==> src/rtl/dma_write_narrow_to_wide_pkg.sv <==
// Shared types and constants for the narrow-to-wide posted DMA write bridge.
// Optional response checking is enabled by defining DMA_WIDE_WRITE_ERR_CHECK_EN.
package dma_write_narrow_to_wide_pkg;

    localparam int ID_W_DEF    = 6;
    localparam int CREDITS_DEF = 63;

    localparam logic [1:0] AXI_RESP_OKAY = 2'b00;

    typedef enum logic [1:0] {
        IDLE  = 2'd0,
        ISSUE = 2'd1,
        RESP  = 2'd2
    } state_t;

    // 32-bit lane inside a 128-bit beat
    typedef logic [1:0] lane_t;

    typedef logic [ID_W_DEF-1:0] credit_t;

endpackage

==> src/rtl/dma_write_narrow_to_wide_id_pool.sv <==
// Free-ID bitmap with lowest-free allocation and a live free-ID count.
// A free and an allocation in the same cycle never hand out the freed ID.
module id_pool_alloc
    import dma_write_narrow_to_wide_pkg::*;
#(
    parameter int ID_W    = ID_W_DEF,
    parameter int CREDITS = CREDITS_DEF
) (
    input  logic            clock,
    input  logic            RESETn,
    input  logic            i_alloc,
    input  logic            i_free_valid,
    input  logic [ID_W-1:0] i_free_id,
    output logic [ID_W-1:0] o_alloc_id,
    output logic            o_any_free,
    output logic            o_free_hit,
    output logic [ID_W-1:0] o_count
);

    logic [CREDITS-1:0] r_busy;
    logic [ID_W-1:0]    r_count;
    logic [CREDITS-1:0] w_free_onehot;
    logic [CREDITS-1:0] w_alloc_onehot;
    logic [ID_W-1:0]    w_low;

    // Scan from the top so the lowest free index wins
    always_comb begin
        w_low = '0;
        for (int i = CREDITS - 1; i >= 0; i--) begin
            if (!r_busy[i]) w_low = ID_W'(i);
        end
    end

    // Responses for IDs that are not outstanding produce no free
    always_comb begin
        w_free_onehot = '0;
        for (int i = 0; i < CREDITS; i++) begin
            w_free_onehot[i] = i_free_valid && (i_free_id == ID_W'(i)) && r_busy[i];
        end
    end

    assign w_alloc_onehot = i_alloc ? ({{(CREDITS-1){1'b0}}, 1'b1} << w_low) : '0;
    assign o_free_hit     = |w_free_onehot;
    assign o_alloc_id     = w_low;
    assign o_any_free     = (r_count != '0);
    assign o_count        = r_count;

    always_ff @(posedge clock or negedge RESETn) begin
        if (!RESETn) begin
            r_busy  <= '0;
            r_count <= ID_W'(CREDITS);
        end else begin
            r_busy <= (r_busy & ~w_free_onehot) | w_alloc_onehot;
            case ({i_alloc, o_free_hit})
                2'b10:   r_count <= r_count - ID_W'(1);
                2'b01:   r_count <= r_count + ID_W'(1);
                default: r_count <= r_count;
            endcase
        end
    end

endmodule

==> src/rtl/dma_write_narrow_to_wide.sv <==
// Posted bridge: single-beat 32-bit DMA writes become lane-placed 128-bit writes.
// Defining DMA_WIDE_WRITE_ERR_CHECK_EN adds m_bresp and a sticky response error flag.
module dma_write_narrow_to_wide
    import dma_write_narrow_to_wide_pkg::*;
#(
    parameter int ADDR_W   = 49,
    parameter int NARROW_W = 32,
    parameter int WIDE_W   = 128,
    parameter int ID_W     = 6,
    parameter int CREDITS  = 63
) (
    input  logic                  clock,
    input  logic                  RESETn,
    input  logic                  s_awvalid,
    output logic                  s_awready,
    input  logic [ADDR_W-1:0]     s_awaddr,
    input  logic                  s_wvalid,
    output logic                  s_wready,
    input  logic [NARROW_W-1:0]   s_wdata,
    input  logic [NARROW_W/8-1:0] s_wstrb,
    output logic                  s_bvalid,
    input  logic                  s_bready,
    output logic [1:0]            s_bresp,
    output logic                  m_awvalid,
    input  logic                  m_awready,
    output logic [ADDR_W-1:0]     m_awaddr,
    output logic [ID_W-1:0]       m_awid,
    output logic                  m_wvalid,
    input  logic                  m_wready,
    output logic [WIDE_W-1:0]     m_wdata,
    output logic [WIDE_W/8-1:0]   m_wstrb,
    output logic                  m_wlast,
    input  logic                  m_bvalid,
    output logic                  m_bready,
    input  logic [ID_W-1:0]       m_bid,
    output logic [ID_W-1:0]       credits_avail,
    output state_t                o_dbg_state
`ifdef DMA_WIDE_WRITE_ERR_CHECK_EN
    ,
    output logic                  err_sticky,
    input  logic [1:0]            m_bresp
`endif
);

    localparam int NSTRB = NARROW_W / 8;
    localparam int WSTRB = WIDE_W / 8;

    // Valid/ready semantics on every channel: a transfer happens on the rising
    // edge where valid and ready are both high; valid never waits on ready.

    state_t r_state, w_next;

    logic                r_run;
    logic                r_aw_full, r_w_full;
    logic [ADDR_W-1:0]   r_aw_addr;
    logic [NARROW_W-1:0] r_w_data;
    logic [NSTRB-1:0]    r_w_strb;
    logic                r_m_awvalid, r_m_wvalid, r_s_bvalid;
    logic [ADDR_W-1:0]   r_m_awaddr;
    logic [ID_W-1:0]     r_m_awid;
    logic [WIDE_W-1:0]   r_m_wdata;
    logic [WSTRB-1:0]    r_m_wstrb;

    logic            w_alloc, w_issue_done, w_aw_done, w_w_done;
    logic            w_any_free, w_free_hit, w_free_valid;
    logic [ID_W-1:0] w_alloc_id, w_count;
    lane_t           w_lane;
    logic [WSTRB-1:0] w_strb_shift;
    logic            w_unused;

    assign w_aw_done    = !r_m_awvalid || m_awready;
    assign w_w_done     = !r_m_wvalid || m_wready;
    assign w_free_valid = m_bvalid && r_run;
    assign w_lane       = r_aw_addr[3:2];
    assign w_strb_shift = {{(WSTRB-NSTRB){1'b0}}, r_w_strb} << (int'(w_lane) * NSTRB);
    assign w_unused     = &{1'b0, s_awaddr[1:0], w_free_hit};

    id_pool_alloc #(
        .ID_W    (ID_W),
        .CREDITS (CREDITS)
    ) u_id_pool (
        .clock        (clock),
        .RESETn       (RESETn),
        .i_alloc      (w_alloc),
        .i_free_valid (w_free_valid),
        .i_free_id    (m_bid),
        .o_alloc_id   (w_alloc_id),
        .o_any_free   (w_any_free),
        .o_free_hit   (w_free_hit),
        .o_count      (w_count)
    );

    always_ff @(posedge clock or negedge RESETn) begin
        if (!RESETn) r_state <= IDLE;
        else         r_state <= w_next;
    end

    // Holding s_bvalid low before a new issue keeps one posted response in flight
    always_comb begin
        w_next       = r_state;
        w_alloc      = 1'b0;
        w_issue_done = 1'b0;
        unique case (r_state)
            IDLE: begin
                if (r_aw_full && r_w_full && w_any_free && !r_s_bvalid) begin
                    w_alloc = 1'b1;
                    w_next  = ISSUE;
                end
            end
            ISSUE: begin
                if (w_aw_done && w_w_done) begin
                    w_issue_done = 1'b1;
                    w_next       = RESP;
                end
            end
            RESP: begin
                if (s_bready) w_next = IDLE;
            end
            default: w_next = IDLE;
        endcase
    end

    always_ff @(posedge clock or negedge RESETn) begin
        if (!RESETn) begin
            r_run       <= 1'b0;
            r_aw_full   <= 1'b0;
            r_w_full    <= 1'b0;
            r_aw_addr   <= '0;
            r_w_data    <= '0;
            r_w_strb    <= '0;
            r_m_awvalid <= 1'b0;
            r_m_wvalid  <= 1'b0;
            r_s_bvalid  <= 1'b0;
            r_m_awaddr  <= '0;
            r_m_awid    <= '0;
            r_m_wdata   <= '0;
            r_m_wstrb   <= '0;
        end else begin
            r_run <= 1'b1;
            if (w_issue_done) begin
                r_aw_full <= 1'b0;
                r_w_full  <= 1'b0;
            end else begin
                if (s_awvalid && s_awready) begin
                    r_aw_full <= 1'b1;
                    r_aw_addr <= s_awaddr;
                end
                if (s_wvalid && s_wready) begin
                    r_w_full <= 1'b1;
                    r_w_data <= s_wdata;
                    r_w_strb <= s_wstrb;
                end
            end
            if (w_alloc) begin
                r_m_awvalid <= 1'b1;
                r_m_wvalid  <= 1'b1;
                r_m_awaddr  <= {r_aw_addr[ADDR_W-1:4], 4'b0000};
                r_m_awid    <= w_alloc_id;
                r_m_wdata   <= {(WIDE_W/NARROW_W){r_w_data}};
                r_m_wstrb   <= w_strb_shift;
            end else begin
                if (m_awready) r_m_awvalid <= 1'b0;
                if (m_wready)  r_m_wvalid  <= 1'b0;
            end
            if (w_issue_done)  r_s_bvalid <= 1'b1;
            else if (s_bready) r_s_bvalid <= 1'b0;
        end
    end

`ifdef DMA_WIDE_WRITE_ERR_CHECK_EN
    logic r_err;
    always_ff @(posedge clock or negedge RESETn) begin
        if (!RESETn) begin
            r_err <= 1'b0;
        end else if (w_free_valid && (!w_free_hit || m_bresp != AXI_RESP_OKAY)) begin
            r_err <= 1'b1;
        end
    end
    assign err_sticky = r_err;
`endif

    assign s_awready     = r_run && !r_aw_full;
    assign s_wready      = r_run && !r_w_full;
    assign s_bvalid      = r_s_bvalid;
    assign s_bresp       = AXI_RESP_OKAY;
    assign m_awvalid     = r_m_awvalid;
    assign m_awaddr      = r_m_awaddr;
    assign m_awid        = r_m_awid;
    assign m_wvalid      = r_m_wvalid;
    assign m_wdata       = r_m_wdata;
    assign m_wstrb       = r_m_wstrb;
    assign m_wlast       = 1'b1;
    assign m_bready      = r_run;
    assign credits_avail = w_count;
    assign o_dbg_state   = r_state;

endmodule

==> config.mk <==
export PLATFORM = sky130hd
export DESIGN_NAME = dma_write_narrow_to_wide
export DESIGN_NICKNAME = d
export VERILOG_FILES = /design/src/rtl/dma_write_narrow_to_wide_pkg.sv /design/src/rtl/dma_write_narrow_to_wide_id_pool.sv /design/src/rtl/dma_write_narrow_to_wide.sv
export SDC_FILE = /design/constraint.sdc
export NUM_CORES = 1
export LEC_CHECK = 0
export BUFFER_PORTS_ARGS = -buffer_cell sky130_fd_sc_hd__buf_2
export CAP_MARGIN = 20
export CELL_PAD_IN_SITES_DETAIL_PLACEMENT = 1
export CELL_PAD_IN_SITES_GLOBAL_PLACEMENT = 1
export CORE_UTILIZATION = 44
export CTS_CLUSTER_DIAMETER = 150
export DETAILED_ROUTE_END_ITERATION = 12
export PLACE_DENSITY_LB_ADDON = 0.1
export SLEW_MARGIN = 20
export SYNTH_ARGS = -nofsm -noshare
export SYNTH_HDL_FRONTEND = slang
export SYNTH_SLANG_ARGS = --single-unit
==> constraint.sdc <==
create_clock -name clock -period 6.1 [get_ports clock]
set_input_delay 0.305 -clock clock [delete_from_list [all_inputs] [get_ports clock]]
set_output_delay 0.305 -clock clock [all_outputs]
set_load 0.03 [all_outputs]
Word-level counts from Yosys, hierarchy flattened --
Cells that the tools add are included.
Storage, ports and cells: logic and storage cells 331, output and inout port bits 216, bits in registers 357, input bits 99
Cells by class: bitwise operators 4, reduce and logical (&&, ||, !) cells 155, muxes and demuxes 83, equality and inequality tests 69, shift operators 2, $add $sub $neg 2
Operators by type and width (count):
- $mux 6 | 63
- $eq 6x6->1 const B | 31
- $logic_and 1x1->1 | 135
- $eq 6x5->1 const B | 16
- $and 63x63->63 | 1
- $mux 63 | 1
- $not 63->63 | 1
- $or 63x63->63 | 1
- $reduce_or 63->1 | 1
- $shl 1x6->63 const A | 1
- $eq 6x4->1 const B | 8
- $eq 6x3->1 const B | 4
- $shl 4x4->16 | 1
- $mux 1 | 14
- $eq 6x2->1 const B | 2
- $pmux 6 s2 | 1
- $reduce_bool 2->1 | 6
- $add 6x1->6 const B | 1
- $eq 6x1->1 const B | 1
- $logic_not 6->1 | 1
- $mux 2 | 3
- $ne 2x2->1 const B | 3
- $pmux 2 s3 | 1
- $reduce_bool 6->1 | 1
- 9 further kinds | 17

Longest topological paths before layout --
Gate-level depths: netlist (run 1).
word-level depth 66, mapped depth 18, gate-level depth less buffers 17

By module --
A second synthesis (run 1) with hierarchy kept.
Unflattened totals: cell total of the unflattened synthesis 1116, area total of the unflattened synthesis 12781.0 um2
Modules (own cells, without submodules):
- dma_write_narrow_to_wide | sequential area each 4754.6 um2, instances 1, cells an instance 555, area an instance 8065.2 um2
- id_pool_alloc | sequential area each 1734.2 um2, instances 1, cells an instance 561, area an instance 4715.8 um2

Worst setup path before layout (run 1) --
No wires, ideal clock.
path kind register -> register, start point register u_id_pool.r_count[0], in the netlist u_id_pool.o_count[0], end point register u_id_pool.r_count[5], in the netlist u_id_pool.o_count[5], path buffers 2, data arrival time 3136 ps, library setup time 85 ps, period minus slack after synthesis 3221 ps, stages on the path, launching flop included 16, setup slack 2879 ps, data required time 6015 ps, cell sequence dfstp_2 > nor4_1 > a211oi_1 > inv_1 > clkbuf_1 > clkbuf_1 > ha_1 > inv_1 > ha_1 > a21o_1 > a21oi_1 > o21bai_1 > a21oi_1 > xnor2_1 > nor2_1 > xor2_1
On the way: word-level cells in the longest chain between the ends 7, elaborated cells between the ends (all ways) 11, those cells by class add/sub (2); eq/ne (2); mux (3); reduce/logical (4)
RTL lines:
- from (decl) | line dma_write_narrow_to_wide_id_pool.sv:21 | logic [ID_W-1:0] r_count;
- from (signal assigned) | line dma_write_narrow_to_wide_id_pool.sv:51 | r_count <= ID_W'(CREDITS);
- from (signal assigned) | line dma_write_narrow_to_wide_id_pool.sv:55 | 2'b10: r_count <= r_count - ID_W'(1);
- from (signal assigned) | line dma_write_narrow_to_wide_id_pool.sv:56 | 2'b01: r_count <= r_count + ID_W'(1);
- $reduce_bool 6->1 | line dma_write_narrow_to_wide_id_pool.sv:45 | assign o_any_free = (r_count != '0);
- $logic_and 1x1->1 (2 in a row) | line dma_write_narrow_to_wide.sv:105 | if (r_aw_full && r_w_full && w_any_free && !r_s_bvalid) begin
- $mux 1 | line dma_write_narrow_to_wide.sv:105
- $mux 1 | line dma_write_narrow_to_wide.sv:103 | unique case (r_state)
- $eq 2x1->1 or $eq 2x2->1 (tied branches) | line dma_write_narrow_to_wide_id_pool.sv:54 | case ({i_alloc, o_free_hit})
- $pmux 6 s2 or $reduce_bool 2->1 (tied branches)
Several ways; a longest one is shown, not always the timed one. A chain may end at the register's enable or synchronous reset.

Worst setup path in the final report (run 1) --
start point register u_id_pool.r_count[0], in the netlist u_id_pool.o_count[0], end point register u_id_pool.r_busy[23]
On the way: word-level cells in the longest chain between the ends 7
RTL lines:
- $reduce_bool 6->1 | line dma_write_narrow_to_wide_id_pool.sv:45
- $logic_and 1x1->1 (2 in a row) | line dma_write_narrow_to_wide.sv:105
- $mux 1 | line dma_write_narrow_to_wide.sv:105
- $mux 1 | line dma_write_narrow_to_wide.sv:103
- $mux 63 | line dma_write_narrow_to_wide_id_pool.sv:42 | assign w_alloc_onehot = i_alloc ? ({{(CREDITS-1){1'b0}}, 1'b1} << w_low) : '0;
- $or 63x63->63 | line dma_write_narrow_to_wide_id_pool.sv:53 | r_busy <= (r_busy & ~w_free_onehot) | w_alloc_onehot;
- to (signal assigned) | line dma_write_narrow_to_wide_id_pool.sv:53
- to (decl) | line dma_write_narrow_to_wide_id_pool.sv:20 | logic [CREDITS-1:0] r_busy;
Every way passes these cells.

==> results of run 1 <==
==> flip-flops by register name (all words and copies together), names as in the netlist <==
| signal | cells |
|---|---|
| m_awaddr | 45 |
| m_awid | 6 |
| m_awvalid | 1 |
| m_bready | 1 |
| m_wdata | 32 |
| m_wstrb | 16 |
| m_wvalid | 1 |
| o_dbg_state | 2 |
| r_aw_addr | 47 |
| r_aw_full | 1 |
| r_w_data | 32 |
| r_w_full | 1 |
| r_w_strb | 4 |
| s_bvalid | 1 |
| u_id_pool.o_count | 6 |
| u_id_pool.r_busy | 63 |
==> logic make-up (layout without fill, tap and decap cells) <==
family / after synthesis / after routing / share of synthesized area (%)
AO/OA/AOI/OAI: 247 / 247 / 12.44
XOR/XNOR: 6 / 6 / 0.4263
adder cells (fa/ha/maj): 6 / 6 / 0.6699
buffers and inverters: 165 / 466 / 8.293
flip-flops: 259 / 259 / 52.64
multiplexers: 85 / 85 / 7.755
other: 2 / 11 / 0.06092
AND/OR/NAND/NOR: 498 / 498 / 17.71
==> synth_stat cells (17+ instances only) <==
| library cell | instances |
|---|---|
| nand2_1 | 329 |
| clkbuf_1 | 37 |
| dfrtp_1 | 253 |
| nand4_1 | 23 |
| a22oi_1 | 17 |
| nand3_1 | 46 |
| mux2_2 | 84 |
| nor2_1 | 34 |
| inv_1 | 17 |
| a21oi_1 | 18 |
| o21ai_0 | 126 |
| buf_4 | 103 |
==> per-layer routing <==
layer / GRT usage [%] / share of wire, % / up-vias
met5: 0 / 0 / -
met4: 12.10 / 4.1 / 0
met3: 3.731 / 5.2 / 117
met2: 53.48 / 52 / 427
met1: 36.05 / 39 / 5453
li1: - / - / 4852
==> layout make-up <==
cell class / count / area share [%]
flip-flops and latches: 259 / 42.20
clock buffers: 40 / 5.444
multi-input cells: 850 / 31.65
inverters: 17 / 0.4313
well taps: 372 / 3.027
repair buffers: 397 / 15.97
clock inverters: 12 / 1.229
diodes: 3 / 0.04883
==> worst max path at each step <==
stage	start	to	slack [ns]	depth (start not counted)
finish	u_id_pool.o_count[0]	u_id_pool.r_busy[23]	2.32	7
global route	o_dbg_state[0]	u_id_pool.o_count[5]	2.08	13
CTS	u_id_pool.o_count[0]	u_id_pool.o_count[5]	2.30	13
detailed placement	m_bid[0]	u_id_pool.o_count[5]	2.26	16
global placement	m_bid[3]	u_id_pool.o_count[5]	2.29	18
floorplan	u_id_pool.o_count[0]	u_id_pool.o_count[5]	2.88	15
==> critical path, delay by kind of cell, from the launching register on <==
kind / cells / cell delay, ns
simple gates: 4 / 1.15
compound gates: 2 / 1.07
flops: 1 / 0.60
buf+inv: 1 / 0.79
==> stage by stage <==
stage	setup slack (ns)	instance area, um^2	std cells	hold WS, ns	total power (W)
6_report	2.321	15370	1950	0.01735	0.008871
5_1_grt	2.081	15370	1949	0.03284	0.009357
4_1_cts	2.301	15350	1946	0.005201	0.008853
3_5_place_dp	2.260	13460	1808	0.4340	0.006915
3_3_place_gp	2.287	13460	1808	0.4296	0.006769
2_1_floorplan	2.879	12350	1274	0.009409	0.005985
==> report_power, final <==
part	total, W	switching (W)	internal [W]
Sequential	0.00302	0.000590	0.00243
Combinational	0.00399	0.00281	0.00118
Clock	0.00186	0.000728	0.00113
Total	0.00887	0.00413	0.00474
==> repair_timing <==
action / CTS / global route
endpoints found under the hold margin: 203 / 0
hold buffers: 86 / 0
endpoints found under the setup margin: 0 / 0
==> out/summary.txt, run 1 <==
Status = finished, final reports clean
Synth Instances = 1268
FF/Latch Area = 6489 um^2
First-pass GRT wire length = 65470 um
Post-synthesis async set-or-reset flop share = 100.0%
PD cells = 577.0 nW/um^2
Reg-to-reg slack, setup = 2.32 ns
Pre-antenna DRT Iters = 7
Worst path cell trace = nor4_1 > a211oi_4 > buf_4 > nand2_1 > nor2_1 > nand2_1 > o21ai_0
Synth top area share = 51.36%
Ys Warns = 0
Worst setup EP type = flip-flop
Most Frequent Cell on Critical Path = nand2_1
Clock sink count = 259
DR WL/cell = 22.04 um
CTS tree = done
Worst-Skew Late Latency = 0.56 ns
Synthesized flop and latch total = 259
Most common cell after layout, fill and taps aside = nand2_1
Fmax = 0.2646 GHz
Largest net degree at the start of global routing = 121
Commonest cells after routing, fill and taps aside = nand2_1, buf_2, dfrtp_1, o21ai_0, dlygate4sd3_1
Overflow after GRT = 0
Maxcap violations = 0
EDFF count, synth = 0
Drt total wl = 42980 um
Share of cells above drive strength 1 = 30.16%
Die Span Y = 169.4 um
Worst clock skew = 0.008572 ns
FF-to-FF path depth = 7
CTS max path bufs = 3
CORE AREA = 27250 um^2
Post-Syn Area = 12330 um^2
Initial antenna violation count = 1
Maximum VDD drop = 0.2727 mV
Worst min path class = in -> reg
Drt via density = 5.564
Critical path arrival = 4.24 ns
Final Util = 56.42%
RSZ-0062 raised after global routing = no
Setup bufs post-CTS = 0
Main area contributors after synthesis = dfrtp_1, nand2_1, mux2_2
Initial core utilization = 45.23%
Gates resized, CTS repair = 0
Gr usage total = 29.75%
Multi-input gate area = 4866 um^2
Primary FF master, synth = dfrtp_1
Sequential share of the synthesized area = 52.64%
Final #Nets = 1659
Setup TNS = 0 ns
Crit Path Class = reg -> reg
Drt drc = 0
Gpl congestion = 0.9649
Nature of the critical path startpoint = flip-flop
Hold wc startpoint = s_wvalid
Leading area contributor after synthesis = dfrtp_1
Slowest-stage cell, CP = a211oi_4
DP HPWL = 28200 um
Row count = 60
Leakage power figure = 7.366 nW
Unique masters post-synth = 66
Worst Hold Path EP = r_w_full
Period Utilization, post-route = 61.95%
H-tree levels = 1
Vias = 10.85k
DR iter-0 viols = 651
Area Overhead vs Synth = 24.73%
Critical path's largest stage delay = 0.84 ns
Slew Limit Fails = 0
Final ANT Viol Nets = 0
Ports = 315
Final hold vios = 0
Vias in the first global route = 11.23k
Inserted Clock Buffers = 29
Worst slew pin tran = 1.044 ns
Fill count = 3150
Crit-path max FO = 74
Max_slew headroom = 30.40%
Reg clk slew, reported paths = 0.06 ns
Syn_area_per_cell = 9.721 um^2
WHS Path Cells = 3
# setup viols final = 0
Critical Path RT = 6.56 ns
Clock root cell = clkbuf_16
Die W = 169.4 um
Reg2reg end = u_id_pool.r_busy[23]
Critical R2R Launch = u_id_pool.o_count[0]
Die area = 28690 um^2
Final Critical Period = 3.779 ns
PortBufs = 305
(Power assumes the default switching activity.)
==> run 2, diff against run 1 <==
--- a/config.mk
+++ b/config.mk
@@ -5,11 +5,12 @@
 export SDC_FILE = /design/constraint.sdc
 export NUM_CORES = 1
 export LEC_CHECK = 0
+export ABC_AREA = 1
 export BUFFER_PORTS_ARGS = -buffer_cell sky130_fd_sc_hd__buf_2
 export CAP_MARGIN = 20
 export CELL_PAD_IN_SITES_DETAIL_PLACEMENT = 1
 export CELL_PAD_IN_SITES_GLOBAL_PLACEMENT = 1
-export CORE_UTILIZATION = 44
+export CORE_UTILIZATION = 35
 export CTS_CLUSTER_DIAMETER = 150
 export DETAILED_ROUTE_END_ITERATION = 12
 export PLACE_DENSITY_LB_ADDON = 0.1
==> constraint.sdc (replaced) <==
create_clock -name clock -period 3.1 [get_ports clock]
set_input_delay 0.155 -clock clock [delete_from_list [all_inputs] [get_ports clock]]
set_output_delay 0.155 -clock clock [all_outputs]
set_load 0.03 [all_outputs]
==> run 2 against run 1 <==
Against the previous run: the run now ends with negative setup slack left; non-clock buffer count increased by 193; combinational power increased by 150%; sequential share of layout area decreased by 5.0 points; critical path type unchanged.
==> out/summary.txt, run 2 <==
Vias = 11.86k
Max_slew headroom = 41.54%
Final Util = 50.42%
CORE AREA = 34630 um^2
Clock root cell = clkbuf_16
Synth Area in Simple Gates = 25.10%
Critical path's largest stage delay = 0.39 ns
Slowest-stage cell, CP = dfrtp_1
Worst-Skew Late Latency = 0.57 ns
Cell family with most CP delay = simple AND/OR/NAND/NOR gates
Most common cell after layout, fill and taps aside = nand2_1
Period Utilization, post-route = 142.4%
Drt drc = 0
Worst min path class = in -> reg
Sequential share of the synthesized area = 52.50%
Final instance area = 17460 um^2
Most common cell in the synthesized netlist = nand2_1
Post-synthesis async set-or-reset flop share = 100.0%
Die W = 189.9 um
EDFF count, synth = 0
RSZ-0062 raised after global routing = yes
Synth cell count leaders = nand2_1, dfrtp_1, o21ai_0
Dpl cell area = 15030 um^2
Main combinational cell family by area after synthesis = simple AND/OR/NAND/NOR gates
DR iter-0 viols = 632
Worst clock skew = 0.01361 ns
Synth Area in Compound Gates = 7.107%
Inserted Clock Buffers = 31
CP bufs+invs = 2
Initial antenna violation count = 0
Final #Nets = 2045
Dpl cells = 2261
Worst slew pin tran = 0.8769 ns
Die area = 36070 um^2
Total Power = 0.01938 W
Ports = 315
Final hold vios = 0
Drt total wl = 46160 um
Synth top area share = 51.22%
Drt via density = 4.911
# setup viols final = 70
Nature of the critical path startpoint = flip-flop
Syn_area_per_cell = 8.436 um^2
Critical path arrival = 4.85 ns
Gr usage total = 25.75%
Post-Synth XOR/XNOR Area = 0.1417%
Gpl congestion = 0.9850
Row count = 68
Clock sink count = 259
Diode count = 0
Fmax = 0.2265 GHz
PD cells = 1110 nW/um^2
Crit-path max FO = 5
DP HPWL = 32390 um
Synthesized flop and latch total = 259
Maxcap violations = 0
Adder-cell share of the synthesized area = 0.6682%
First-pass GRT wire length = 71990 um
Die Span Y = 189.9 um
Status = complete, but fails checks
Final Critical Period = 4.415 ns
Worst setup EP type = flip-flop
Biggest register = u_id_pool.r_busy
Most Frequent Cell on Critical Path = nand2_1
Max reg flops = 63
Crit Path Class = reg -> reg
Leakage power figure = 9.027 nW
CTS tree = done
Area Overhead vs Synth = 41.25%
Final worst setup slack = -1.315 ns
Maximum VDD drop = 0.5643 mV
Failing checks = negative setup slack
Slew Limit Fails = 0
Initial core utilization = 35.69%
Ys Warns = 0
Final ANT Viol Nets = 0
Pre-antenna DRT Iters = 7
Critical Path RT = 3.54 ns
Post-Syn Area = 12360 um^2
Vias in the first global route = 12.62k
Mux cell area share after synthesis = 3.280%
Unique masters post-synth = 42
Synth Instances = 1465
Share of cells above drive strength 1 = 34.73%
H-tree levels = 1
Leading area contributor after synthesis = dfrtp_1
Largest net degree at the start of global routing = 161
Final non-filler cell total = 2416
Main area contributors after synthesis = dfrtp_1, nand2_1, buf_4
Commonest cells after routing, fill and taps aside = nand2_1, buf_2, dfrtp_1, buf_4, o21ai_0
Primary FF master, synth = dfrtp_1
CTS max path bufs = 3
Reg clk slew, reported paths = 0.07 ns
DR WL/cell = 19.11 um
Overflow after GRT = 0
PortBufs = 305
==> run 2: cell count changes after synthesis, sizes merged, moves of 17 or more <==
cell,delta
mux2,-48
o21ai,-25
a22oi,-17
inv,+88
nand2,+187
nor2,+22
nand3,+60
==> run 2: kinds of logic after synthesis <==
logic type	count (synthesis)
AND/OR/NAND/NOR	738
other	2
XOR/XNOR	2
multiplexers	36
adder cells (fa/ha/maj)	6
flip-flops	259
AO/OA/AOI/OAI	158
buffers and inverters	264
==> run 2: path summary, 6_finish.rpt <==
kind | startpoint | to | slack (ns) | cells after the start
worst max-delay path | u_id_pool.r_busy[61] | u_id_pool.r_busy[16] | -1.32 | 65
worst min-delay path | s_wvalid | r_w_full | 0.04 | 4
worst max register to register | u_id_pool.r_busy[61] | u_id_pool.r_busy[16] | -1.32 | 65
worst min register to register | r_w_data[26] | m_wdata[122] | 0.45 | 2
max in group asynchronous | RESETn | u_id_pool.r_busy[6] | 2.15 | 3
min in group asynchronous | RESETn | u_id_pool.r_busy[54] | 0.23 | 3
==> run 2: report_power, final <==
part           leakage [nW]  internal, W  switching, W  total, W
clock                 0.491      0.00216       0.00146   0.00362
combinational          5.46      0.00325       0.00672   0.00997
sequential             3.07      0.00479       0.00100   0.00579
total                  9.03       0.0102       0.00918    0.0194
==> run 2: cell type report <==
cell class	count	area, um^2
Sequential cell	259	6490
Tap cell	455	569.3
Clock inverter	8	100.1
Fill cell	4179	17170
Multi-Input combinational cell	948	4957
Clock buffer	46	902.1
Inverter	110	419.2
Timing Repair Buffer	590	4020
==> run 2: through the flow <==
stage / worst slack [ns] / setup TNS (ns) / hold slack (ns)
detailed placement: -1.140 / -69.53 / 0.3031
CTS: -1.188 / -73.75 / 0.01456
floorplan: -0.5445 / -29.06 / -0.1406
global route: -1.882 / -119.17 / 0.05865
finish: -1.315 / -81.51 / 0.03639
global placement: -1.113 / -68.45 / 0.2919
==> run 2: worst register-to-register path, delay by kind of cell (launching register included) <==
kind / cells / cell delay [ns]
buf+inv: 2 / 0.21
simple gates: 62 / 3.63
compound gates: 1 / 0.11
flops: 1 / 0.39
==> run 2: metal layers <==
| layer | vias to the layer above | global-route usage, % | share of wire (%) |
|---|---|---|---|
| li1 | 5564 | - | - |
| met1 | 5896 | 32.94 | 42 |
| met2 | 323 | 41.84 | 47 |
| met3 | 81 | 6.032 | 6.6 |
| met4 | 0 | 10.45 | 4.0 |
| met5 | - | 0 | 0 |
==> run 2: timing repair <==
action,in CTS,in global routing
hold endpoints to repair,342,0
setup buffers,14,4
hold buffers,88,0
endpoints found under the setup margin,71,72
pin swaps,29,26
gates resized for setup,69,27
cloned,0,0
